<file path="src/rtl/mag_countdown_timer_pkg.sv">
// ---------------------------------------------------------------------------
// mag_countdown_timer_pkg
//   Shared definitions for the magnetron cook-time countdown timer:
//   FSM state codes, BCD limit constants and a digit validity helper.
// ---------------------------------------------------------------------------
package mag_countdown_timer_pkg;

    // State codes are visible on the debug port, so the encoding is fixed.
    typedef enum logic [1:0] {
        ST_IDLE  = 2'd0,   // count is 0:00
        ST_ARMED = 2'd1,   // nonzero count, stopped, never run since entry
        ST_RUN   = 2'd2,   // counting down
        ST_PAUSE = 2'd3    // nonzero count, stopped after running
    } mag_state_t;

    localparam logic [3:0] BCD_NINE = 4'd9;
    localparam logic [3:0] BCD_FIVE = 4'd5;

    // True when the nibble is a legal decimal digit.
    function automatic logic bcd_digit_ok(input logic [3:0] d);
        return (d <= BCD_NINE);
    endfunction

endpackage

</file>
<file path="src/rtl/mag_bcd_digit.sv">
// ---------------------------------------------------------------------------
// mag_bcd_digit
//   One registered BCD digit of the countdown display.
//   Per-cycle priority: clear > decrement > load.
//   Decrementing from 0 wraps to MAX_VAL and raises o_borrow for the next
//   more significant digit.
// Ports
//   clk, resetn      clock, asynchronous active-low reset
//   i_clr            synchronous clear to 0
//   i_load           load i_load_val
//   i_load_val       value to load (4-bit BCD)
//   i_dec            decrement request (borrow in from the less significant digit)
//   o_val            current digit value
//   o_zero           digit is 0
//   o_borrow         a decrement of this digit wraps, so the next digit must decrement
// ---------------------------------------------------------------------------
module mag_bcd_digit #(
    parameter int MAX_VAL = 9
) (
    input  logic       clk,
    input  logic       resetn,
    input  logic       i_clr,
    input  logic       i_load,
    input  logic [3:0] i_load_val,
    input  logic       i_dec,
    output logic [3:0] o_val,
    output logic       o_zero,
    output logic       o_borrow
);

    localparam logic [3:0] MAX_BCD = 4'(MAX_VAL);

    logic [3:0] r_val;
    logic [3:0] w_val_nxt;

    assign o_val    = r_val;
    assign o_zero   = (r_val == 4'd0);
    assign o_borrow = i_dec & (r_val == 4'd0);

    // Next digit value: clear, decrement with wrap, load, or hold.
    always_comb begin
        w_val_nxt = r_val;
        if (i_clr) begin
            w_val_nxt = 4'd0;
        end else if (i_dec) begin
            if (r_val == 4'd0) begin
                w_val_nxt = MAX_BCD;
            end else begin
                w_val_nxt = r_val - 4'd1;
            end
        end else if (i_load) begin
            w_val_nxt = i_load_val;
        end else begin
            w_val_nxt = r_val;
        end
    end

    // Digit register.
    always_ff @(posedge clk or negedge resetn) begin
        if (!resetn) begin
            r_val <= 4'd0;
        end else begin
            r_val <= w_val_nxt;
        end
    end

endmodule

</file>
<file path="src/rtl/mag_countdown_timer.sv">
// ---------------------------------------------------------------------------
// mag_countdown_timer
//   Cook-time countdown timer for the magnetron controller. Digits are keyed
//   in while stopped, the M:SS count decrements once per TICK_DIV clocks
//   while running, and timer_done / done_pulse report reaching 0:00.
// Ports
//   clk          system clock, rising edge
//   resetn       asynchronous active-low reset
//   clearn       synchronous active-low clear (keypad CLEAR)
//   digit_valid  one-cycle keypad digit strobe
//   digit        keypad BCD digit
//   mag_on       magnetron running; enables counting
//   min_bcd      minutes digit
//   sec_tens     seconds tens digit
//   sec_ones     seconds ones digit
//   timer_done   registered level, count is 0:00
//   done_pulse   one-cycle pulse when a decrement reaches 0:00
//   state        FSM state code
// ---------------------------------------------------------------------------
module mag_countdown_timer
    import mag_countdown_timer_pkg::*;
#(
    parameter int TICK_DIV = 100
) (
    input  logic       clk,
    input  logic       resetn,
    input  logic       clearn,
    input  logic       digit_valid,
    input  logic [3:0] digit,
    input  logic       mag_on,
    output logic [3:0] min_bcd,
    output logic [3:0] sec_tens,
    output logic [3:0] sec_ones,
    output logic       timer_done,
    output logic       done_pulse,
    output logic [1:0] state
);

    localparam int             PW        = (TICK_DIV > 1) ? $clog2(TICK_DIV) : 1;
    localparam logic [PW-1:0]  TICK_LAST = PW'(TICK_DIV - 1);

    mag_state_t     r_state, w_state_nxt;
    logic [PW-1:0]  r_presc, w_presc_nxt;
    logic           r_timer_done, w_timer_done_nxt;
    logic           r_done_pulse, w_done_pulse_nxt;

    logic [3:0]     w_min, w_tens, w_ones;
    logic           w_min_zero, w_tens_zero, w_ones_zero;
    logic           w_ones_borrow, w_tens_borrow, w_min_borrow;
    logic           w_count_zero, w_tick, w_dec, w_clr;
    logic           w_accept, w_entry_zero, w_last_sec;

    assign w_count_zero = w_min_zero & w_tens_zero & w_ones_zero;
    assign w_tick       = (r_state == ST_RUN) && (r_presc == TICK_LAST);
    // Clear wins over a decrement; a zero count is never decremented.
    assign w_dec        = w_tick & ~w_count_zero & clearn;
    // A borrow out of the minutes digit would mean 0:00 underflow; it cannot
    // occur because w_dec is gated, but if it ever did, fail safe to 0:00.
    assign w_clr        = ~clearn | w_min_borrow;

    // Entry is refused for non-decimal digits and when the current ones digit
    // would become a seconds-tens digit above 5.
    assign w_accept     = clearn & digit_valid & ~mag_on & (r_state != ST_RUN)
                        & bcd_digit_ok(digit) & (w_ones <= BCD_FIVE);
    assign w_entry_zero = (w_tens == 4'd0) && (w_ones == 4'd0) && (digit == 4'd0);
    assign w_last_sec   = w_min_zero & w_tens_zero & (w_ones == 4'd1);

    // Digit chain: ones shift in the keypad digit, borrows ripple upward.
    mag_bcd_digit #(.MAX_VAL(9)) u_ones (
        .clk(clk), .resetn(resetn), .i_clr(w_clr), .i_load(w_accept),
        .i_load_val(digit), .i_dec(w_dec),
        .o_val(w_ones), .o_zero(w_ones_zero), .o_borrow(w_ones_borrow)
    );
    mag_bcd_digit #(.MAX_VAL(5)) u_tens (
        .clk(clk), .resetn(resetn), .i_clr(w_clr), .i_load(w_accept),
        .i_load_val(w_ones), .i_dec(w_ones_borrow),
        .o_val(w_tens), .o_zero(w_tens_zero), .o_borrow(w_tens_borrow)
    );
    mag_bcd_digit #(.MAX_VAL(9)) u_min (
        .clk(clk), .resetn(resetn), .i_clr(w_clr), .i_load(w_accept),
        .i_load_val(w_tens), .i_dec(w_tens_borrow),
        .o_val(w_min), .o_zero(w_min_zero), .o_borrow(w_min_borrow)
    );

    // FSM next state, prescaler, and next values of the status outputs.
    always_comb begin
        w_state_nxt      = r_state;
        w_presc_nxt      = {PW{1'b0}};
        w_done_pulse_nxt = 1'b0;
        w_timer_done_nxt = w_count_zero;
        if (w_clr) begin
            w_state_nxt      = ST_IDLE;
            w_timer_done_nxt = 1'b1;
        end else begin
            case (r_state)
                ST_IDLE: begin
                    if (w_accept && !w_entry_zero) begin
                        w_state_nxt = ST_ARMED;
                    end else begin
                        w_state_nxt = ST_IDLE;
                    end
                end
                ST_ARMED, ST_PAUSE: begin
                    // Keying 0 onto e.g. 1:00 leaves 0:00, which is IDLE.
                    if (w_accept) begin
                        w_state_nxt = w_entry_zero ? ST_IDLE : r_state;
                    end else if (mag_on && !w_count_zero) begin
                        w_state_nxt = ST_RUN;
                    end else begin
                        w_state_nxt = r_state;
                    end
                end
                ST_RUN: begin
                    if (w_dec && w_last_sec) begin
                        w_state_nxt      = ST_IDLE;
                        w_done_pulse_nxt = 1'b1;
                    end else if (!mag_on) begin
                        w_state_nxt = ST_PAUSE;
                    end else begin
                        w_state_nxt = ST_RUN;
                        w_presc_nxt = w_tick ? {PW{1'b0}} : (r_presc + PW'(1));
                    end
                end
                default: begin
                    w_state_nxt = ST_IDLE;
                end
            endcase
            // timer_done tracks the digits that are loaded on this same edge.
            if (w_dec) begin
                w_timer_done_nxt = w_last_sec;
            end else if (w_accept) begin
                w_timer_done_nxt = w_entry_zero;
            end else begin
                w_timer_done_nxt = w_count_zero;
            end
        end
    end

    // State, prescaler and status output registers.
    always_ff @(posedge clk or negedge resetn) begin
        if (!resetn) begin
            r_state      <= ST_IDLE;
            r_presc      <= {PW{1'b0}};
            r_timer_done <= 1'b1;
            r_done_pulse <= 1'b0;
        end else begin
            r_state      <= w_state_nxt;
            r_presc      <= w_presc_nxt;
            r_timer_done <= w_timer_done_nxt;
            r_done_pulse <= w_done_pulse_nxt;
        end
    end

    assign min_bcd    = w_min;
    assign sec_tens   = w_tens;
    assign sec_ones   = w_ones;
    assign timer_done = r_timer_done;
    assign done_pulse = r_done_pulse;
    assign state      = r_state;

endmodule

</file>
<file path="config.mk">
export PLATFORM = sky130hd
export DESIGN_NAME = mag_countdown_timer
export DESIGN_NICKNAME = d
export VERILOG_FILES = /design/src/rtl/mag_countdown_timer_pkg.sv /design/src/rtl/mag_bcd_digit.sv /design/src/rtl/mag_countdown_timer.sv
export SDC_FILE = /design/constraint.sdc
export NUM_CORES = 1
export LEC_CHECK = 0
export BUFFER_PORTS_ARGS = -buffer_cell sky130_fd_sc_hd__buf_4
export CORE_MARGIN = 1.5
export CORE_UTILIZATION = 50
export DETAILED_ROUTE_END_ITERATION = 8
export GPL_TIMING_DRIVEN = 0
export PLACE_DENSITY = 0.8
export SKIP_CTS_REPAIR_TIMING = 1
export SYNTH_ARGS = -nofsm -noshare
export SYNTH_HDL_FRONTEND = slang
export SYNTH_SLANG_ARGS = --single-unit
</file>
<file path="constraint.sdc">
create_clock -name clk -period 2.2 [get_ports clk]
set_clock_uncertainty 0.1 [all_clocks]
set_input_delay 0.44 -clock clk [delete_from_list [all_inputs] [get_ports clk]]
set_output_delay 0.44 -clock clk [all_outputs]
set_load 0.05 [all_outputs]
</file>
==> results of run 1 <==
final cells by class:
type | count | area, µm²
Timing Repair Buffer | 25 | 190
Inverter | 3 | 11.3
Buffer | 8 | 42.5
Fill cell | 203 | 890
Clock buffer | 4 | 26.3
Tap cell | 30 | 37.5
Sequential cell | 23 | 582
Multi-Input combinational cell | 116 | 743
cell families after synthesis:
group / count (synthesis) / share of synthesized area (%)
buffers and inverters: 12 / 4.23
DFF: 23 / 42.4
adders and majority gates: 1 / 0.919
and+or+nand+nor: 74 / 29.5
xor gates and xnor gates: 6 / 3.86
AOI/OAI and AO/OA: 30 / 15.3
muxes: 5 / 3.77
cell usage after synthesis, types with 2 or more instances:
library cell  number  area share (%)
dfrtp_1           22              40
nor2_1            20             5.5
nand2_1           16             4.4
nand3_1           10             3.7
a21oi_1            5             1.8
o21ai_0            5             1.8
buf_2              4             1.5
clkbuf_1           4             1.1
mux2i_1            4             2.9
xnor2_1            4             2.6
a211oi_1           3             1.7
inv_1              3            0.83
nand4_1            3             1.4
nor3_1             3             1.1
o31ai_1            3             1.7
or3_1              3             1.4
a221oi_1           2             1.3
a31oi_1            2            0.92
and3_1             2            0.92
nor4b_1            2             1.3
o221ai_1           2             1.3
or2_2              2            0.92
xor2_1             2             1.3
power breakdown:
part	internal [mW]	leakage [nW]	switching, mW
Combinational	0.0487	0.386	0.0871
Clock	0.0708	0.0150	0.127
Sequential	0.432	0.310	0.00979
path summary, 6_finish.rpt:
path                                   endpoint  cells after the start
worst max-delay path             u_min.o_val[3]                      7
worst min-delay path            u_ones.o_val[2]                      3
worst max register to register   u_min.o_val[3]                      7
worst min register to register       r_presc[0]                      1
max in group asynchronous            timer_done                      2
min in group asynchronous            r_presc[4]                      2
per-stage QoR:
stage          std cells  setup slack (ps)  total power, mW  instance area, µm²
5_1_grt              209              1.46            0.812                1630
2_1_floorplan        151              33.3            0.534                1370
3_3_place_gp         205              94.1            0.580                1580
6_report             209               125            0.776                1630
3_5_place_dp         205              36.9            0.584                1580
4_1_cts              209              19.7            0.780                1610
registers in the layout (all words and copies together) (netlist names):
signal,count
r_presc,7
u_tens.o_val,4
u_ones.o_val,4
timer_done,1
state,2
u_min.o_val,4
done_pulse,1
critical path: cells and delay by family (launching register included):
family | cells | cell delay (ps)
AO/OA/AOI/OAI | 2 | 400
buffers and inverters | 2 | 340
flip-flops | 1 | 420
AND/OR/NAND/NOR | 3 | 710
metal layers:
| metal | track usage, % | vias up |
|---|---|---|
| met1 | 26.1 | 587 |
| li1 | - | 613 |
| met3 | 2.42 | 6 |
| met4 | 8.54 | 0 |
| met5 | 0 | - |
| met2 | 40.3 | 38 |
==> results, run 1 <==
- Measured against its own limit, the worst slew margin works out to 64.4%.
- Setup repair after global routing left no endpoint under its margin.
- The row count is 18.
- The fraction of final layout cells with drive strength greater than 1 is between 20% and 30%.
- The post-layout net count is 190.
- The violation count after the first detailed-route iteration is 25.
- The height of the chip is around 55 µm.
- The launching element of the worst setup path is u_ones.o_val[1].
- The worst setup path is launched from a flip-flop.
- In this run the power density over the cells is 475 nW/µm².
- The wire length of the first global-routing pass is 4.66 mm.
- The most numerous cell type found on the critical path is buf_2.
- Counting flops and latches in the post-synthesis netlist gives 23.
- Sequential cells were found to cover a little over two fifths of the synthesized design area.
- The via count of the first global-routing pass was 1055.
- The highest-delay cell along the critical path is dfrtp_2.
- The distinct cell type count after synthesis is 48.
- The endpoint arrival time on the critical path is ~2200 ps.
- The library cell used as clock root buffer is clkbuf_4.
- After detailed routing, the number of remaining DRC violations is 0.
- The overall die width is about 55 µm.
- The die area is 3040 µm².
- The clock network latency to the later pin of the worst-skew pair is between 300 and 400 ps.
- A synthesized cell averages approximately 9.0 µm².
- Compared with the post-synthesis result, the final layout area differs by 19.9%.
- The highest ir drop seen on vdd is between 0.0003 and 0.0004 V.
- On the final layout, the worst hold slack is 280 ps.
- The effective utilization at floorplan is between 50% and 60%.
- Detailed placement finished with a half-perimeter wire length of 2.29 mm.
- The library cells used most frequently in the layout, excluding fill and tap cells, are buf_4, nor2_1, dfrtp_1.
- The number of buffers created by CTS is 3.
- The worst reg-to-reg setup slack is between 100 and 150 ps.
- The worst setup path is captured at a flip-flop.
- The number of port buffers is 24.
- The detailed router used layers up to and including met4.
- The length of the first detailed-routing pass in iterations is 4.
- The maximum clock rate is 0.482 GHz.
- The final wirelength is 3.10 mm.
- The class of the most critical hold timing path is in -> reg.
- Synthesis handed over a netlist of around 150 instances.
- On the worst path, the slowest cell contributes a delay of 420 ps.
- In the final routed layout, each cell accounts on average for 14.9 µm.
- Yosys mapped a number of flops with a built-in enable equal to 0.
- CTS built an H-tree with a depth of 1.
- The final standard cell utilization of the core is 64.7%.
- The total overflow left after global routing is 0.
- The share of synthesized registers carrying an async set or reset is 100%.
- The worst path uses 94.3% of the clock period.
- The detailed-routed wire length on met2 is 1.59 mm.
- The flip-flop cell with the highest count after synthesis is dfrtp_1.
- The critical path class is reg -> reg.
- In the routed layout, each cell is associated on average with a via count of 5.95.
- The commonest non-fill, non-tap cell in the layout is buf_4.
- The length of routed wiring on met1 is 1.34 mm.
- The initial antenna violation count is 0.
- The leakage power is 0.711 nW.
- Yosys printed 0 warnings.
- The startpoint identified for the worst hold timing path is digit[2].
- The run finished with clean final reports.
- The number of antenna diodes in the final layout is 0.
- The startpoint of the lowest-slack register-to-register path is u_ones.o_val[1].
- The final number of setup-violating endpoints is 0.
- For this run, the total global-route usage over all layers was measured as 22.0%.
- The area of the mapped netlist is 1360 µm².
- The final route contains 1244 vias.
- The number of primary I/O pins is 25.
- Counting I/O delays and the setup requirement, the final critical path takes 2070 ps.
- The signal on the critical path passes through buf_2 > nor4_4 > nand2_1 > or3_1 > buf_2 > o21a_1 > o221a_1.
- The maximum number of pins on one net before global-route repair is 24.
- At the worst endpoint, the required time is 2320 ps.
- The total met3 wirelength after detailed routing is 121 µm.
- The number of pins exceeding their max-slew limit in the final report is 0.
- TritonCTS built the clock tree.
- No sink is reached through more buffers than the 2 on the longest clock path.
- After clock tree synthesis, the clock-pin slew on the worst setup and hold paths is 130 ps.
- At the pin with the least slew margin, the transition time is about 530 ps.
- The count of antenna-violating nets left after detailed routing is 0.
- The sum of negative setup slack is 0 ps.
- The placer's final routability congestion estimate is 0.797.
- The total nets after synthesis is 161.
- The number of hold violations in the final report was 0.
- The core region is 2520 µm².
- Max-cap violations in this run came to 0.
- The maximum fanout encountered on the critical timing path is 9.
- For this design, the sink count on the clock tree is 23.
No activity file was read; power rests on OpenSTA's default activity.
==> inputs of run 2 (changes only) <==
Settings changed: CORE_UTILIZATION 50 to 45, PLACE_DENSITY 0.8 to 0.74.
==> run 2 against run 1 <==
Net effect: via count rose by 0.88%; routed wire length is 5.9% higher; sequential power hardly changed; clock power about the same; non-clock buffer count down 1; global-route usage shrank 0.54 points; count of clock-buffer cells in the layout is the same; flip-flop and latch count did not move.
==> results, run 2 (synthesized netlist as in run 1, its figures left out) <==
- The run finished with clean final reports.
- After detailed routing, the number of remaining DRC violations is 0.
- The worst reg-to-reg setup slack is about 76 ps.
- The number of pins exceeding their max-slew limit in the final report came to 0.
- The number of primary I/O pins is 25.
- The startpoint of the lowest-slack register-to-register path is u_tens.o_val[2].
- The floorplan step defined a die boundary enclosing 3360 µm².
- The placement-stage worst setup slack is 27.2 ps.
- The worst hold path was traced through 3 stages.
- Setup repair after global routing could not meet its margin everywhere.
- Adding up every negative setup slack in the final design gives 0 ps.
- The total placed instance area is 1590 µm².
- The floorplan step set the die height to 58 µm.
- The signal on the critical path passes through buf_6 > nor4_4 > nand2_1 > or3_1 > buf_2 > o21a_1 > o221a_1.
- The final cycle utilization of the critical path is slightly below 100%.
- The clock transition time at the flip-flop clock pins of the worst setup and hold paths is 130 ps.
- The total number of vias is 1255.
- The overall die width is between 50 and 60 µm.
- The maximum fanout encountered on the critical timing path is 8.
- The remaining global-route overflow is 0.
- The highest-delay cell along the critical path is dfrtp_2.
- The cell area after layout is 1630 µm².
- The highest ir drop seen on vdd is around 0.00020 V.
- The number of buffer and inverter instances along the worst setup path is 2.
- At the end of routability-driven placement, the weighted congestion stood at 0.854.
- The via count normalized by instance count is approximately 6.0.
- The initial antenna violation count is 0.
- The maximum root-to-sink buffer count is 2.
- Global routing consumed, over all layers together, 21.4% of the routing resources.
- The post-route netlist has 25.3% of its cells at a drive strength greater than 1.
- Hold is met by 257 ps.
- The leakage power is 0.705 nW.
- For the worst setup path, the data required time is ~2300 ps.
- In this run, CTS created clock tree buffers numbering 3.
- For this run, the detailed router's first-pass iteration total came to 6.
- The post-route total power is 0.779 mW.
- The commonest non-fill, non-tap cell in the layout is buf_4.
- The layout has 268 filler cells.
- After layout, the minimum clock period comes to 2120 ps.
- Entering global routing, the biggest net connects 24 pins.
- The number of antenna diodes in the final layout is 0.
- Once the floorplan was initialized, standard cells occupied 48.5% of the core.
- In this run the number of H-tree levels came out at 1.
- For the worst flop-to-flop path, the logic depth is 7.
- Clock latency on the worst-skew pair, taken at its later pin, is between 300 and 400 ps.
- The floorplan core area is 2810 µm².
- In this run the tightest slew margin relative to its limit is 67.5%.
- The endpoint class of the critical path is a flip-flop.
- Setup violations remaining at the end of the flow were counted as 0.
- The endpoint identified for the worst register-to-register timing path is u_min.o_val[3].
- The via count of the first global-routing pass is 1187.
- In the layout the commonest cells are buf_4, nor2_1, dfrtp_1.
- In the post-route analysis, the smallest setup slack over all paths is 76.3 ps.
- The wire length of the first global-routing pass is 5.55 mm.
- Broken down by cell family, the worst path's largest delay share belongs to simple AND/OR/NAND/NOR gates.
- The violation count after the first detailed-route iteration is 38.
- The count of antenna-violating nets left after detailed routing is 0.
- Input and output buffers added on the ports amount to 24.
- The endpoint arrival time on the critical path is 2240 ps.
- The count of placed standard cells in the final layout, fillers left out is 209.
- Power spread over the standard cell area amounts to around 480 nW/µm².
- After detailed routing, the average wire length per cell comes to 15.7 µm.
- The register with the most flip-flops in the layout has 7 of them.
- The worst hold path belongs to the class in -> reg.
- The capture point of the critical path is u_min.o_val[3].
- For the pin with the worst max-slew slack, the measured transition is 483 ps.
- The depth of the critical timing path with buffers and inverters included is 7.
- The number of maximum-capacitance violations is 0.
- STA classifies the critical path startpoint as a flip-flop.
- Including well taps, the total number of placed cells is 206.
- The maximum clock rate is 0.471 GHz.
- The HPWL reported at the end of detailed placement is around 2.3 mm.
- After detailed routing, the total wire length is 3.29 mm.
- The post-layout net count is 189.
- The row count is 19.
- The largest single stage delay on the critical path is 440 ps.
- CTS placed an instance of clkbuf_4 at the clock tree root.
- For this design, the sink count on the clock tree is 23.
- The most flop-heavy register is r_presc.
- The number of hold violations in the final report is 0.
- TritonCTS built the clock tree.
- Compared with the post-synthesis result, the final layout area differs by 19.9%.
- The critical path starts at u_tens.o_val[2].
- The final standard cell utilization of the core is 58.2%.
- The critical path class is reg -> reg.
[run 2: cell type report]
type	count	area, µm²	share of cell area [%]
clock buffer	4	26.3	1.61
buffer	7	38.8	2.38
tap	31	38.8	2.38
timing repair buffer	25	190	11.6
inverter	3	11.3	0.690
multi-input combinational	116	746	45.7
sequential	23	582	35.6
[run 2: how the worst min path moves through the flow]
stage / slack (ps) / end / start
2_1_floorplan: 40 / done_pulse / resetn
3_3_place_gp: 250 / u_ones.o_val[3] / resetn
3_5_place_dp: 250 / u_ones.o_val[3] / resetn
4_1_cts: -100 / u_ones.o_val[3] / resetn
5_1_grt: 260 / u_ones.o_val[2] / digit[2]
6_report: 260 / u_ones.o_val[2] / digit[2]
[run 2: worst min-delay path, delay by kind of cell]
kind	cells	cell delay, ps
AOI/OAI and AO/OA	1	50
buffers and inverters	1	90
and+or+nand+nor	1	70
[run 2: layer usage]
metal | vias up | global-route usage (%) | wire [µm]
met4 | 0 | 9.63 | 46
met3 | 5 | 3.57 | 183
met2 | 52 | 33.6 | 1590
met1 | 592 | 29.2 | 1470
met5 | - | 0 | 0
li1 | 606 | - | -
[run 2: report_power, final]
group          internal, mW  leakage (nW)  switching, mW  total (mW)
registers             0.432         0.310         0.0123       0.445
logic                0.0481         0.381         0.0860       0.134
clock network        0.0709        0.0150          0.129       0.200
total                 0.551         0.705          0.228       0.779
